===== src/rtl/rv_prefetch_unit_pkg.sv =====
`default_nettype none
// ============================================================================
//  Module   : rv_prefetch_unit_pkg
//  Brief    : Shared constants, types and helpers for the instruction prefetch unit.
//  Revision : 1.0 - initial release
// ============================================================================
package rv_prefetch_unit_pkg;

    localparam logic [31:0] c_NOP_INSTR = 32'h0000_0013;

    typedef enum logic [1:0] {
        RSP_NONE   = 2'd0,
        RSP_PUSH   = 2'd1,
        RSP_DROP   = 2'd2,
        RSP_IGNORE = 2'd3
    } rsp_action_e;

    // Queue entry layout: {pc, fault, instruction word}
    function automatic int fetch_entry_width(input int xlen);
        return xlen + 33;
    endfunction

endpackage
`default_nettype wire


===== src/rtl/rv_prefetch_unit_sync_fifo.sv =====
`default_nettype none
// ============================================================================
//  Module   : rv_prefetch_unit_sync_fifo
//  Brief    : Registered synchronous FIFO with simultaneous push/pop, level and clear.
//  Revision : 1.0 - initial release
// ============================================================================
module rv_prefetch_unit_sync_fifo #(
    parameter int WIDTH = 8,
    parameter int DEPTH = 4
) (
    input  logic                         clk,
    input  logic                         reset,
    input  logic                         clear,
    input  logic                         push,
    input  logic [WIDTH-1:0]             push_data,
    input  logic                         pop,
    output logic                         head_valid,
    output logic [WIDTH-1:0]             head_data,
    output logic [$clog2(DEPTH+1)-1:0]   level
);

    localparam int c_AW = $clog2(DEPTH);
    localparam int c_LW = $clog2(DEPTH+1);

    logic [WIDTH-1:0] r_mem [DEPTH];
    logic [c_AW-1:0]  r_rd_ptr;
    logic [c_AW-1:0]  r_wr_ptr;
    logic [c_LW-1:0]  r_level;
    logic             w_pop;
    logic             w_push;

    assign w_pop  = pop && (r_level != '0);
    // A full queue still accepts a write when the head leaves in the same cycle.
    assign w_push = push && ((r_level != c_LW'(DEPTH)) || w_pop);

    always_ff @(posedge clk) begin
        if (reset || clear) begin
            r_rd_ptr <= '0;
            r_wr_ptr <= '0;
            r_level  <= '0;
        end else begin
            if (w_push) r_wr_ptr <= r_wr_ptr + c_AW'(1);
            if (w_pop)  r_rd_ptr <= r_rd_ptr + c_AW'(1);
            r_level <= r_level + c_LW'(w_push) - c_LW'(w_pop);
        end
    end

    always_ff @(posedge clk) begin
        if (w_push) r_mem[r_wr_ptr] <= push_data;
    end

    assign head_valid = (r_level != '0);
    assign head_data  = r_mem[r_rd_ptr];
    assign level      = r_level;

endmodule
`default_nettype wire


===== src/rtl/rv_prefetch_unit.sv =====
`default_nettype none
// ============================================================================
//  Module   : rv_prefetch_unit
//  Brief    : Credit-based instruction prefetch front end with redirect flush.
//  Revision : 1.0 - initial release
// ============================================================================
module rv_prefetch_unit #(
    parameter int              XLEN            = 32,
    parameter int              DEPTH           = 4,
    parameter int              MAX_OUTSTANDING = 2,
    parameter logic [XLEN-1:0] RESET_PC        = '0
) (
    input  logic                         clk,
    input  logic                         reset,
    input  logic                         redirect_valid,
    input  logic [XLEN-1:0]              redirect_pc,
    output logic                         imem_req_valid,
    input  logic                         imem_req_ready,
    output logic [XLEN-1:0]              imem_req_addr,
    input  logic                         imem_rsp_valid,
    input  logic [31:0]                  imem_rsp_data,
    input  logic                         imem_rsp_error,
    output logic                         out_valid,
    input  logic                         out_ready,
    output logic [XLEN-1:0]              out_pc,
    output logic [31:0]                  out_instr,
    output logic                         out_fault,
    output logic [XLEN-1:0]              debug_fetch_pc,
    output logic [$clog2(DEPTH+1)-1:0]   debug_level
);

    import rv_prefetch_unit_pkg::*;

    localparam int              c_LW         = $clog2(DEPTH+1);
    localparam int              c_OW         = $clog2(MAX_OUTSTANDING+1);
    localparam int              c_CW         = $clog2(DEPTH+MAX_OUTSTANDING+1);
    localparam int              c_EW         = fetch_entry_width(XLEN);
    localparam logic [XLEN-1:0] c_ALIGN_MASK = {{(XLEN-2){1'b1}}, 2'b00};

    logic [XLEN-1:0] r_fetch_pc;
    logic [XLEN-1:0] r_rsp_pc;
    logic [c_OW-1:0] r_outstanding;
    logic [c_OW-1:0] r_discard;
    logic [c_OW-1:0] w_outstanding_next;
    logic [c_LW-1:0] w_level;
    logic [c_CW-1:0] w_credit_used;
    logic            w_accept;
    logic            w_rsp_taken;
    rsp_action_e     w_rsp_action;
    logic [c_EW-1:0] w_push_entry;
    logic [c_EW-1:0] w_head_entry;
    logic [XLEN-1:0] w_redirect_aligned;

    // Buffered entries plus in-flight requests must fit the queue: no overflow by construction.
    assign w_credit_used  = c_CW'(w_level) + c_CW'(r_outstanding);
    assign imem_req_valid = !reset && !redirect_valid
                            && (r_outstanding < c_OW'(MAX_OUTSTANDING))
                            && (w_credit_used < c_CW'(DEPTH));
    assign imem_req_addr  = r_fetch_pc;
    assign w_accept       = imem_req_valid && imem_req_ready;

    always_comb begin
        w_rsp_action = RSP_NONE;
        if (imem_rsp_valid) begin
            if (r_outstanding == '0)                     w_rsp_action = RSP_IGNORE;
            else if (redirect_valid || r_discard != '0)  w_rsp_action = RSP_DROP;
            else                                         w_rsp_action = RSP_PUSH;
        end
    end

    assign w_rsp_taken        = (w_rsp_action == RSP_PUSH) || (w_rsp_action == RSP_DROP);
    assign w_outstanding_next = r_outstanding + c_OW'(w_accept) - c_OW'(w_rsp_taken);
    assign w_redirect_aligned = redirect_pc & c_ALIGN_MASK;

    always_ff @(posedge clk) begin
        if (reset) begin
            r_fetch_pc    <= RESET_PC;
            r_rsp_pc      <= RESET_PC;
            r_outstanding <= '0;
            r_discard     <= '0;
        end else begin
            r_outstanding <= w_outstanding_next;
            if (redirect_valid) begin
                r_fetch_pc <= w_redirect_aligned;
                r_rsp_pc   <= w_redirect_aligned;
                // Every request still in flight after this cycle predates the redirect.
                r_discard  <= w_outstanding_next;
            end else begin
                if (w_accept)                   r_fetch_pc <= r_fetch_pc + XLEN'(4);
                if (w_rsp_action == RSP_PUSH)   r_rsp_pc   <= r_rsp_pc + XLEN'(4);
                if (w_rsp_action == RSP_DROP)   r_discard  <= r_discard - c_OW'(1);
            end
        end
    end

    assign w_push_entry = {r_rsp_pc, imem_rsp_error, imem_rsp_data};

    rv_prefetch_unit_sync_fifo #(
        .WIDTH (c_EW),
        .DEPTH (DEPTH)
    ) u_queue (
        .clk        (clk),
        .reset      (reset),
        .clear      (redirect_valid),
        .push       (w_rsp_action == RSP_PUSH),
        .push_data  (w_push_entry),
        .pop        (out_ready),
        .head_valid (out_valid),
        .head_data  (w_head_entry),
        .level      (w_level)
    );

    assign out_pc         = w_head_entry[c_EW-1 -: XLEN];
    assign out_fault      = w_head_entry[32];
    assign out_instr      = out_fault ? c_NOP_INSTR : w_head_entry[31:0];
    assign debug_fetch_pc = r_fetch_pc;
    assign debug_level    = w_level;

    a_no_orphan_rsp: assert property (@(posedge clk) disable iff (reset)
        imem_rsp_valid |-> (r_outstanding != '0));

endmodule
`default_nettype wire


===== config.mk =====
export PLATFORM = sky130hd
export DESIGN_NAME = rv_prefetch_unit
export DESIGN_NICKNAME = d
export VERILOG_FILES = /design/src/rtl/rv_prefetch_unit_pkg.sv /design/src/rtl/rv_prefetch_unit_sync_fifo.sv /design/src/rtl/rv_prefetch_unit.sv
export SDC_FILE = /design/constraint.sdc
export NUM_CORES = 1
export LEC_CHECK = 0
export ABC_AREA = 0
export CORE_MARGIN = 2
export CORE_UTILIZATION = 58
export DETAILED_ROUTE_END_ITERATION = 10
export GPL_TIMING_DRIVEN = 0
export HOLD_SLACK_MARGIN = 0.1
export PLACE_DENSITY = 0.91
export SLEW_MARGIN = 20
export SYNTH_ARGS = -nofsm -noshare
export SYNTH_HDL_FRONTEND = slang
export SYNTH_SLANG_ARGS = --single-unit

===== constraint.sdc =====
create_clock -name clk -period 6.5 [get_ports clk]
set_clock_uncertainty 0.05 [all_clocks]
set_input_delay 0.65 -clock clk [delete_from_list [all_inputs] [get_ports clk]]
set_output_delay 0.65 -clock clk [all_outputs]
set_load 0.01 [all_outputs]

# Word level (Yosys, flattened, before mapping)
# Memories as Yosys holds them, arrays and structs flattened. A register that Yosys moved wholly into a read port is not among the register bits.
# Cells that the tools add are included.
totals:
  reg_bits: 75
  output_inout_bits: 134
  wordCells: 58
  mem_bits_rw: 260
  memories: 1
mem_list:
  columns: ["memory", "depth", "word_bits", "rd", "rd_ports_with_merged_regs", "write_ports", "line", "text"]
  rows:
  - ["u_queue.r_mem", 4, 65, 1, 1, 1, "rv_prefetch_unit_sync_fifo.sv:25", "logic [WIDTH-1:0] r_mem [DEPTH];"]
op_classes:
  mux: 14
  n_reduce_logical: 19
  n_addsub: 10
  n_lt_le_gt_ge: 2
  n_eq_ne: 3
op_table:
  columns: ["operator", "n"]
  rows:
  - ["2-to-1 mux 32 bit", 5]
  - ["adder 32 x 3 -> 32 bit (second input constant)", 2]
  - ["2-to-1 mux 2 bit", 7]
  - ["nonzero test 2 bit", 4]
  - ["logical AND 1 bit", 6]
  - ["adder 2 x 1 -> 2 bit (second input constant)", 2]
  - ["logical OR 1 bit", 4]
  - ["adder 3 x 1 -> 3 bit", 1]
  - ["adder 3 x 2 -> 3 bit", 1]
  - ["less-than comparator 3 bit (second input constant)", 1]
  - ["inequality test 3 bit (second input constant)", 1]
  - ["nonzero test 3 bit", 1]
  - ["subtractor 3 x 1 -> 3 bit", 1]
  - ["adder 2 x 1 -> 2 bit", 1]
  - ["== test 2 x 1 -> 1 bit (second input constant)", 1]
  - ["== test 2 bit (second input constant)", 1]
  - ["zero test 1 bit", 2]
  - ["zero test 2 bit", 1]
  - ["less-than comparator 2 bit (second input constant)", 1]
  - ["2-to-1 mux 1 bit", 2]
  - ["OR reduction 2 bit", 1]
  - ["subtractor 2 x 1 -> 2 bit", 1]
  - ["subtractor 2 x 1 -> 2 bit (second input constant)", 1]

# Logic depth before layout (Yosys ltp)
# Gate-level depths: netlist of run 1.
logic_depth:
  word_depth: 9
  ltp_mapped: 13
  mapped_depth_nobuf: 12

# Hierarchy
# A second synthesis of run 1 with hierarchy kept.
unflattened:
  hier_cells: 872
  hier_area_um2: 13977.2
modules_own_cells:
  columns: ["mod", "area_each_um2", "instances", "cells_each", "seq_area_each_um2"]
  rows:
  - ["rv_prefetch_unit_sync_fifo", 9828.2, 1, 386, 7987.7]
  - ["rv_prefetch_unit", 4149.0, 1, 486, 1281.2]

# Worst setup path after synthesis of run 1
# No wires, ideal clock.
synth_path:
  path_kind: "input to register"
  from: "in redirect_valid"
  to: "mem u_queue.r_mem[0][0] (netlist bit) (enable)"
  n_path_buf: 1
  stages: 3
  path_slack_ns: 3.137
  setup_time_ns: 0.428
  arrival_time_ns: 2.885
  cell_sequence: "clkbuf_1 > nor3_1 > and2_1"
synth_via:
  elab_chain_cells: 8
synth_rtl:
  columns: ["element", "line", "text"]
  rows:
  - ["start: declaration", "rv_prefetch_unit.sv:15", "input logic redirect_valid,"]
  - ["logical OR 1 bit", "rv_prefetch_unit.sv:66", "else if (redirect_valid || r_discard != '0) w_rsp_action = RSP_DROP;"]
  - ["2-to-1 mux 2 bit", "rv_prefetch_unit.sv:66", null]
  - ["2-to-1 mux 2 bit", "rv_prefetch_unit.sv:65", "if (r_outstanding == '0) w_rsp_action = RSP_IGNORE;"]
  - ["2-to-1 mux 2 bit", "rv_prefetch_unit.sv:64", "if (imem_rsp_valid) begin"]
  - ["== test 2 x 1 -> 1 bit", "rv_prefetch_unit.sv:105", ".push (w_rsp_action == RSP_PUSH),"]
  - ["logical AND 1 bit", "rv_prefetch_unit_sync_fifo.sv:34", "assign w_push = push && ((r_level != c_LW'(DEPTH)) || w_pop);"]
  - ["via u_queue.w_push", "rv_prefetch_unit_sync_fifo.sv:30", "logic w_push;"]
  - ["2-to-1 mux 1 bit", "rv_prefetch_unit_sync_fifo.sv:49", "if (w_push) r_mem[r_wr_ptr] <= push_data;"]
  - ["2-to-1 mux 1 bit (implied by the code)", "rv_prefetch_unit_sync_fifo.sv:49", null]
  - ["end: declaration", "rv_prefetch_unit_sync_fifo.sv:25", null]
# The timed path passes the listed nets, and every way through them passes these cells.

==> results.py, run 1 <==
metrics = {
    "outcome": {
        "status": "finished clean",
    },
    "critical_path": {
        "r2r-start": "r_outstanding[1]$_SDFF_PP0_",
        "r2r-end": "r_discard[1]$_SDFFE_PP0P_",
        "worstPathArrival_ns": 3.13,
        "crit_fanout": 10,
        "rrSetupSlack_ns": 3.39,
        "cp.required_ns": 5.80,
        "reg2reg_depth": 13,
        "crit_type": "reg2out",
        "cp-start-kind": "register",
        "end_kind": "primary output",
    },
    "clocking": {
        "cts_max_level": 1,
        "cts_tree": "yes",
        "clock_path_buffers": 3,
        "holdBufCountCts": 0,
        "cts_buffers": 31,
        "cts_resized": 0,
        "post-cts-setup-buffer-count": 0,
        "numClockSinks": 325,
        "worstSkewPairLatency_ns": 0.56,
        "cts_root_buffer": "clkbuf_16",
        "path_clk_slew_ns": 0.07,
    },
    "synthesis": {
        "synth_warnings": 0,
        "synth_ff_type": "edfxtp_1",
        "synth_cell_types": 53,
        "synth_area_um2": 13400,
        "synth_edf_count": 252,
        "synth.yosys.seq_area_share": 0.672,
        "netlist_instances": 837,
        "ys_seq_elements": 325,
        "syn_avg_cell_area_um2": 16.1,
        "async_flop_share": 0,
    },
    "route": {
        "dr.pass1.iters": 5,
        "routed-via-count": 8259,
        "ant_nets": 0,
        "drcViolationCount": 0,
        "via_per_inst": 5.97,
        "totalWireLength_um": 30900,
        "post_drt_wl_per_cell_um": 22.3,
        "dr.first_iter.drc_count": 702,
    },
    "sta": {
        "max_freq_mhz": 261,
        "finalCriticalPeriod_ns": 3.83,
        "finalMaxSlewViolations": 0,
        "final.setup.tns_ns": 0,
        "rsz0062_at_grt": "false",
        "fin_crit_sh": 0.589,
        "tightestPinTransition_ns": 1.05,
        "setup_violations": 0,
        "relSlewSlack": 0.298,
        "hold_viol": 0,
    },
    "floorplanning": {
        "rows": 55,
        "start_util": 0.592,
        "die_area_um2": 24400,
        "die_y_um": 156,
        "ios": 205,
        "core_area_um2": 22700,
        "die_x_um": 156,
    },
    "placed_design": {
        "io_buffers": 195,
        "gp_congestion": 0.896,
        "dp_hpwl_um": 20400,
        "dpl_cell_area_um2": 15900,
    },
    "cells_and_area": {
        "ff_latch_area_um2": 9030,
        "multiInputGateArea_um2": 3940,
        "diodes": 0,
        "nNetsFinal": 1158,
        "fillCellCount": 1365,
        "layout-drive-gt1-share": 0.171,
        "area_delta_synth_final_pct": 25.8,
        "final_area_um2": 16900,
    },
    "grt": {
        "track_usage": 0.256,
        "grt_pass1_vias": 8373,
        "grt_antenna_before_repair": 0,
        "grt-ovfl-total": 0,
        "grt_max_degree": 38,
        "grt_first_pass_wirelength_um": 47500,
    },
    "min_path": {
        "hold_start": "redirect_valid",
        "hold_path_end": "debug_fetch_pc[17]$_SDFFE_PP0P_",
        "holdCritPathClass": "in2reg",
        "hold_depth": 3,
    },
    "power": {
        "seqPwrFrac": 0.502,
        "powerDensity_nw_per_um2": 282,
        "leakagePower_nw": 5.65,
        "power_frac_clock": 0.386,
        "vdd_drop_max_mv": 0.179,
        "p_comb_frac": 0.112,
        "finalPower_mw": 4.77,
        "switching_share": 0.227,
        "internal_power_mw": 3.69,
        "p_sw_mw": 1.08,
    },
    "flow_run": {
        "drv_cap": 0,
    },
}
worst max-delay path by stage:
stage / start / to / slack, ns / cells past startpoint
after detailed placement: imem_rsp_valid / u_queue.r_mem[1][18]$_DFFE_PP_ / 2.88 / 5
after global placement: imem_rsp_valid / u_queue.r_mem[2][16]$_DFFE_PP_ / 1.26 / 4
after global routing: register / out_pc[25] / 2.50 / 5
after floorplan: redirect_valid / u_queue.r_mem[0][0]$_DFFE_PP_ / 3.14 / 3
after CTS: register / out_pc[24] / 2.58 / 5
final: register / out_pc[25] / 2.67 / 5
per-layer routing:
metal,share of wire,track usage
met5,0,0
met4,0.027,0.0791
met3,0.080,0.0471
met2,0.50,0.438
met1,0.40,0.338
cell families after synthesis:
logic type | share of synthesized area
other | 0.000279
adder cells (fa/ha/maj) | 0.0127
AND/OR/NAND/NOR | 0.0795
multiplexers | 0.109
buffers and inverters | 0.0372
flip-flops | 0.672
XOR/XNOR | 0.0358
AO/OA/AOI/OAI | 0.0537
placed cells by master, fill, tap and decap left out, types with 4 or more instances in the layout:
master / n
edfxtp_1: 252
clkdlybuf4s50_1: 195
dfxtp_1: 73
mux4_2: 63
xor2_1: 40
buf_4: 38
nor2b_1: 31
nand2_1: 31
clkbuf_16: 31
clkbuf_1: 30
nor2_1: 30
a21boi_0: 27
o21a_1: 20
nand3_1: 20
nand4_1: 18
inv_1: 16
xnor2_1: 15
a211oi_1: 14
ha_1: 12
buf_2: 10
and4_1: 10
a21oi_1: 9
a31oi_1: 9
o21ai_0: 8
and3_1: 7
clkinv_2: 7
and2_1: 6
conb_1: 6
mux2i_1: 5
clkinv_4: 5
bufinv_16: 5
and2_4: 4
o311ai_0: 4
or4_1: 4
buf_12: 4
power groups by stage:
stage	Clock [mW]	Sequential (mW)	Combinational (mW)
2_1_floorplan	0	2.42	0.272
3_3_place_gp	0	2.44	0.514
3_5_place_dp	0	2.44	0.532
4_1_cts	1.86	2.40	0.536
5_1_grt	1.94	2.41	0.574
6_report	1.84	2.40	0.535
cell usage after synthesis, types with 2 or more instances:
cell type / number / share of area
mux4_2: 63 / 0.11
or3_1: 3 / 0.0014
nand4_1: 18 / 0.0084
or4_1: 4 / 0.0022
o21ai_0: 8 / 0.0030
nor2b_1: 31 / 0.014
inv_1: 16 / 0.0045
buf_1: 2 / 0.00056
buf_2: 10 / 0.0037
clkbuf_1: 25 / 0.0070
a211oi_1: 14 / 0.0078
edfxtp_1: 252 / 0.56
or2_2: 3 / 0.0014
and3_1: 7 / 0.0033
nand2_1: 31 / 0.0087
a31oi_1: 9 / 0.0042
ha_1: 12 / 0.011
a21oi_1: 9 / 0.0034
and4_1: 10 / 0.0065
mux2i_1: 5 / 0.0037
nor3_1: 3 / 0.0011
o21a_1: 20 / 0.011
xnor2_1: 15 / 0.0098
nor2_1: 30 / 0.0084
o211ai_1: 2 / 0.0011
buf_4: 38 / 0.021
and2_1: 10 / 0.0047
nand3_1: 20 / 0.0074
xor2_1: 40 / 0.026
nand3_2: 3 / 0.0022
a21boi_0: 27 / 0.015
dfxtp_1: 73 / 0.11
o311ai_0: 4 / 0.0026
sequential cells by signal, summed over array words and instances (netlist names), named ones only:
register / flops
debug_fetch_pc: 30
r_discard: 2
r_outstanding: 2
r_rsp_pc: 30
u_queue.level: 3
u_queue.r_mem: 252
u_queue.r_rd_ptr: 2
u_queue.r_wr_ptr: 2
per-stage QoR:
step	instances	hold WS (ns)	setup slack (ns)	util
floorplan	842	0.430	3.14	-
global placement	1322	0.458	1.26	0.694
detailed placement	1326	0.469	2.88	0.698
CTS	1383	0.392	2.58	0.745
global route	1383	0.420	2.50	0.745
finish	1383	0.419	2.67	0.745
area by class of cell:
| class | instances | share of cell area |
|---|---|---|
| Clock buffer | 36 | 0.0470 |
| Buffer | 75 | 0.0258 |
| Sequential cell | 325 | 0.534 |
| Timing Repair Buffer | 199 | 0.120 |
| Clock inverter | 21 | 0.0151 |
| Multi-Input combinational cell | 425 | 0.233 |
| Tap cell | 285 | 0.0211 |
| Inverter | 17 | 0.00377 |
critical path, stage by stage, from the launching register on:
cell,delay (ns)
dfxtp_1,0.30
buf_2,0.26
clkbuf_1,0.52
clkbuf_1,0.55
mux4_2,0.39
clkdlybuf4s50_1,0.56
No activity file was read; power rests on OpenSTA's default activity.
==> run 2: changes to the inputs <==
- CORE_UTILIZATION: 58 -> 49
- PLACE_DENSITY: 0.91 -> 0.82
- clock period: 6.5 -> 3.1 ns (I/O delays scaled with it)
==> run 2 against run 1 <==
Against the previous run:
- critical endpoint is now out_instr[12]
- sequential power up 110%
- sequential cell count stayed put
- first-iteration DRC count shrank 17%
- largest cell class unchanged
==> results.py, run 2 (synthesized netlist as in run 1, its figures left out) <==
metrics = {
    "outcome": {
        "status": "finished clean",
    },
    "sta": {
        "finalMaxSlewViolations": 0,
        "fin_crit_sh": 0.968,
        "tightestPinTransition_ns": 0.722,
        "max_freq_mhz": 333,
        "relSlewSlack": 0.515,
        "rsz0062_at_grt": "false",
        "setup_violations": 0,
        "hold_viol": 0,
        "finalCriticalPeriod_ns": 3.00,
    },
    "clocking": {
        "cts_root_buffer": "clkbuf_16",
        "worstSkewPairLatency_ns": 0.55,
        "numClockSinks": 325,
        "cts_buffers": 31,
        "clock_path_buffers": 3,
        "cts_max_level": 1,
        "path_clk_slew_ns": 0.06,
        "cts_tree": "yes",
    },
    "floorplanning": {
        "die_area_um2": 28800,
        "core_area_um2": 27000,
        "start_util": 0.499,
        "die_y_um": 170,
        "ios": 205,
        "rows": 60,
        "die_x_um": 170,
    },
    "critical_path": {
        "cp.required_ns": 2.74,
        "critical_path.cell_chain": "buf_6 -> mux4_2 -> clkbuf_4 -> nor2b_1 -> clkdlybuf4s50_1",
        "r2r-end": "r_discard[1]$_SDFFE_PP0P_",
        "end_kind": "primary output",
        "cp-start-kind": "register",
        "crit_type": "reg2out",
        "rrSetupSlack_ns": 0.17,
        "crit_fanout": 10,
        "reg2reg_depth": 13,
        "cp_slowest_stage_delay_ns": 0.58,
        "worstPathArrival_ns": 2.64,
        "cpMaxStageDelayCell": "mux4_2",
        "r2r-start": "u_queue.level[1]$_SDFF_PP0_",
        "crit_family": "buffers and inverters",
        "crit_buf_inv": 3,
    },
    "cells_and_area": {
        "largest_register": "u_queue.r_mem",
        "layout-drive-gt1-share": 0.180,
        "final_cell_mix": "edfxtp_1, clkdlybuf4s50_1, dfxtp_1",
        "final_area_um2": 17100,
        "largest_reg_flops": 252,
        "final_common_cell": "edfxtp_1",
        "fillCellCount": 1898,
        "diodes": 0,
        "nNetsFinal": 1160,
        "area_delta_synth_final_pct": 26.8,
        "final_util": 0.633,
    },
    "route": {
        "ant_nets": 0,
        "dr.first_iter.drc_count": 584,
        "drcViolationCount": 0,
        "dr.pass1.iters": 5,
        "via_per_inst": 5.62,
        "post_drt_wl_per_cell_um": 20.8,
        "totalWireLength_um": 30000,
        "routed-via-count": 8090,
    },
    "power": {
        "seqPwrFrac": 0.508,
        "power_frac_clock": 0.377,
        "internal_power_mw": 7.68,
        "p_sw_mw": 2.22,
        "finalPower_mw": 9.90,
        "vdd_drop_max_mv": 0.418,
        "switching_share": 0.224,
        "powerDensity_nw_per_um2": 581,
        "leakagePower_nw": 5.71,
        "p_comb_frac": 0.115,
    },
    "placed_design": {
        "dp_hpwl_um": 20500,
        "dpl_cell_area_um2": 16000,
        "io_buffers": 195,
        "gp_congestion": 0.899,
    },
    "grt": {
        "use_met2": 0.368,
        "top_usage_layer": "met2",
        "grt_max_degree": 48,
        "grt-ovfl-total": 0,
        "met3_usage": 0.0448,
        "grt_first_pass_wirelength_um": 46100,
        "grt_antenna_before_repair": 1,
        "grtUsageMet1": 0.269,
        "grt_pass1_vias": 8238,
        "track_usage": 0.209,
    },
    "min_path": {
        "holdCritPathClass": "in2reg",
        "hold_start": "redirect_pc[11]",
        "hold_depth": 3,
        "hold_path_end": "r_rsp_pc[11]$_SDFFE_PP0P_",
    },
    "flow_run": {
        "drv_cap": 0,
    },
}
-- run 2: cell types whose count changed in the layout (fill, tap and decap cells not counted), moves of 2 or more --
cell	before	now
buf_12	4	1
buf_16	0	3
buf_2	10	5
buf_6	0	3
bufinv_16	5	3
clkbuf_1	30	24
clkbuf_16	31	33
clkbuf_2	0	5
clkbuf_4	0	4
clkinv_4	5	2
dfxtp_1	73	71
dfxtp_2	0	2
-- run 2: worst max path at each step --
| stage | start | endpoint | slack (ns) | cells after the start |
|---|---|---|---|---|
| floorplan | u_queue.level[1]$_SDFF_PP0_ | r_discard[1]$_SDFFE_PP0P_ | 0.32 | 13 |
| global placement | imem_rsp_valid | u_queue.r_mem[0][16]$_DFFE_PP_ | -0.74 | 4 |
| detailed placement | imem_rsp_valid | u_queue.r_mem[2][44]$_DFFE_PP_ | -0.20 | 5 |
| CTS | register | out_instr[11] | 0.005 | 5 |
| global route | r_outstanding[1]$_SDFF_PP0_ | r_discard[1]$_SDFFE_PP0P_ | 0.008 | 13 |
| finish | register | out_instr[12] | 0.1 | 5 |
-- run 2: final cells by class --
class	count	area (µm²)	area share
Sequential cell	325	9030	0.530
Multi-Input combinational cell	425	3950	0.232
Timing Repair Buffer	201	2070	0.122
Clock buffer	40	852	0.0500
Buffer	75	485	0.0285
Tap cell	341	427	0.0250
Clock inverter	16	165	0.00969
Inverter	17	63.8	0.00374
-- run 2: metrics by stage --
stage / std cells / hold WS, ns / TNS, ns / setup WS, ns
final: 1440 / 0.306 / 0 / 0.0979
after global routing: 1440 / 0.325 / 0 / 0.00763
after CTS: 1440 / 0.281 / 0 / 0.00466
after detailed placement: 1382 / 0.475 / -19.91 / -0.201
after global placement: 1378 / 0.451 / -185.12 / -0.744
after floorplan: 842 / 0.359 / 0 / 0.320
-- run 2: tightest hold or removal path, cell delays in order --
cell and delay, ns:
clkdlybuf4s50_1 0.40, nand2_1 0.09, a21oi_1 0.06
-- run 2: layer usage --
metal  vias to the layer above  part of all wire
met5                         -           0.00043
met4                         2             0.016
met3                        48             0.084
met2                       363              0.51
met1                      4004              0.39
li1                       3673                 -
-- run 2: power by group through the flow --
stage          sequential (mW)  combinational [mW]  clock (mW)
2_1_floorplan             5.08               0.570           0
3_3_place_gp              5.11                1.09           0
3_5_place_dp              5.11                1.12           0
4_1_cts                   5.02                1.14        3.80
5_1_grt                   5.04                1.22        3.98
6_report                  5.03                1.14        3.74
-- run 2: timing repair --
item                       in CTS  in global routing
pin swaps                       0                  1
setup buffers                   1                  0
hold endpoints to repair        1                  0
hold buffers                    1                  0
setup endpoints to repair      44                 75
gates resized for setup        14                 16
==> edit (flow settings as in run 1) <==
`XLEN`: 32 -> 28.
--- a/src/rtl/rv_prefetch_unit.sv
+++ b/src/rtl/rv_prefetch_unit.sv
@@ -6,5 +6,5 @@
 // ============================================================================
 module rv_prefetch_unit #(
-    parameter int              XLEN            = 32,
+    parameter int              XLEN            = 28,
     parameter int              DEPTH           = 4,
     parameter int              MAX_OUTSTANDING = 2,
Ports: changed (resized debug_fetch_pc, imem_req_addr, out_pc and redirect_pc); port bits go from 205 to 189. The function was not compared with the original's and may differ.
==> edit against run 1 <==
  * Area after synthesis shrank 6.4%
  * Total power is 7.2% lower
  * Wire length is 6.6% lower
  * Worst hold slack improved by 79 ps
  * Setup slack worse by 60 ps
  * Design area down 6.2%
  * Sequential cell count is 24 lower
  * Synthesized cell count down 3.1%
  * Final cell count down 4.0%
  * Die area is 6.3% lower
==> edit: results (changes against run 1) <==
stage,metric,value,unit,change
sta,Worst slew margin,0.3815,,+0.08383
grt,largest net degree at the start of global routing,47,,+24%
power_and_ir_drop,Pleak,5.306,nW,-6.1%
grt,first-pass GRT wire length,44.97,mm,-5.3%
routing,max layer used,met5,,
finish,max reg flops,236,,-6.3%
routing,Vias/cell,5.970,,about the same
outcome,outcome,"complete, no violations",,
grt,initial antenna violation count,1,,+1
logic_synthesis,asr flop ratio synth,0,,unchanged
place,gp weighted congestion,0.8788,,-2.0%
worst_hold_path,Hold Path Class,flip-flop to flip-flop,,
finish,nets@finish,1111,,-4.1%
grt,Overall Global Routing Usage,0.2583,,+0.001886
sta,WHS,498.0,ps,+79.47 ps
worst_hold_path,hold path depth,0,,-3
routing,WL met3,2.557,mm,+4.1%
logic_synthesis,post-synthesis sequential area ratio,0.6669,,-0.004636
place,number of port buffers,180,,-7.7%
routing,met1 wire length,11.35,mm,-7.3%
worst_hold_path,hold worst-path end,u_queue.r_mem[1][53],,
routing,Starting DRT DRC Count,550,,-22%
routing,Met2 Routed Length,14.23,mm,-7.2%
logic_synthesis,synth unique cells,61,,+15%
sta,setup ws final,2609,ps,-60.19 ps
power_and_ir_drop,peak supply drop,0.1629,mV,-8.8%
grt,met1 GRT Util,0.3395,,+0.001488
place,Placement Cell Area,0.01486,mm2,-6.3%
clock_network,clock buffer count from CTS,29,,-6.5%
place,hpwl dp,18.55,mm,-9.0%
grt,met3 usage,0.04759,,+0.0005120
logic_synthesis,"EDFF count, synth",236,,-6.3%
worst_hold_path,Hold Path Origin,r_rsp_pc[20],,
clock_network,Clock Pin Slew Worst Setup and Hold Paths,70,ps,about the same
place,DP Worst Slack,2807,ps,-75.51 ps
clock_network,H-tree depth,1,,unchanged
worst_setup_path,Setup crit end,out_pc[12],,
routing,routed len/inst,21.71,um,-2.7%
grt,GR Util met2,0.4425,,+0.004313
finish,filler cell count,1223,,-10%
grt,vias in the first global route,8271,,-1.2%
logic_synthesis,Synth area leaders,"edfxtp_1, mux4_2, dfxtp_1",,
worst_setup_path,worst reg2reg path depth,15,,+2
logic_synthesis,Mapped Cells,811,,-3.1%
worst_setup_path,Critical-path top delay cell,buf_1,,
finish,layout cells sized above 1,0.1652,,-0.005978
clock_network,Worst-Skew Late Latency,530,ps,-30 ps
worst_setup_path,reg2reg setup slack,3300,ps,-90 ps
worst_setup_path,FF-to-FF Start,r_outstanding[1],,
logic_synthesis,Commonest cells post-synth,"edfxtp_1, dfxtp_1, mux4_2",,
finish,"Cell Count, Final, Fillers Out",1328,,-4.0%
finish,Diodes inserted,0,,unchanged
finish,Top reg by flops,u_queue.r_mem,,
edit: power breakdown:
group	internal [mW]	total [mW]	leakage, nW	switching [mW]
sequential	2.15	2.22	2.68	0.0682
clock	1.01	1.71	0.490	0.696
combinational	0.266	0.501	2.14	0.235
total	3.43	4.43	5.31	0.999
edit: logic make-up (layout without fill, tap and decap cells):
logic type                 Yosys count  in the layout  share of synthesized area
AOI/OAI and AO/OA                   89             89                    0.05113
xor gates and xnor gates            36             36                    0.02567
adders and majority gates           13             13                    0.01353
buffers and inverters               89            326                    0.03810
DFF                                301            301                     0.6669
muxes                               67             67                     0.1123
other                                1              6                  0.0002982
and+or+nand+nor                    215            215                    0.09202
edit: layout make-up:
type                       instances  area [um2]  area share
buffer                            69       404.1     0.02548
timing repair buffer             184        1912      0.1206
tap                              275       344.1     0.02170
inverter                          20       75.07    0.004734
clock inverter                    14       131.4    0.008284
clock buffer                      39       865.8     0.05460
sequential                       301        8388      0.5289
multi-input combinational        426        3739      0.2357
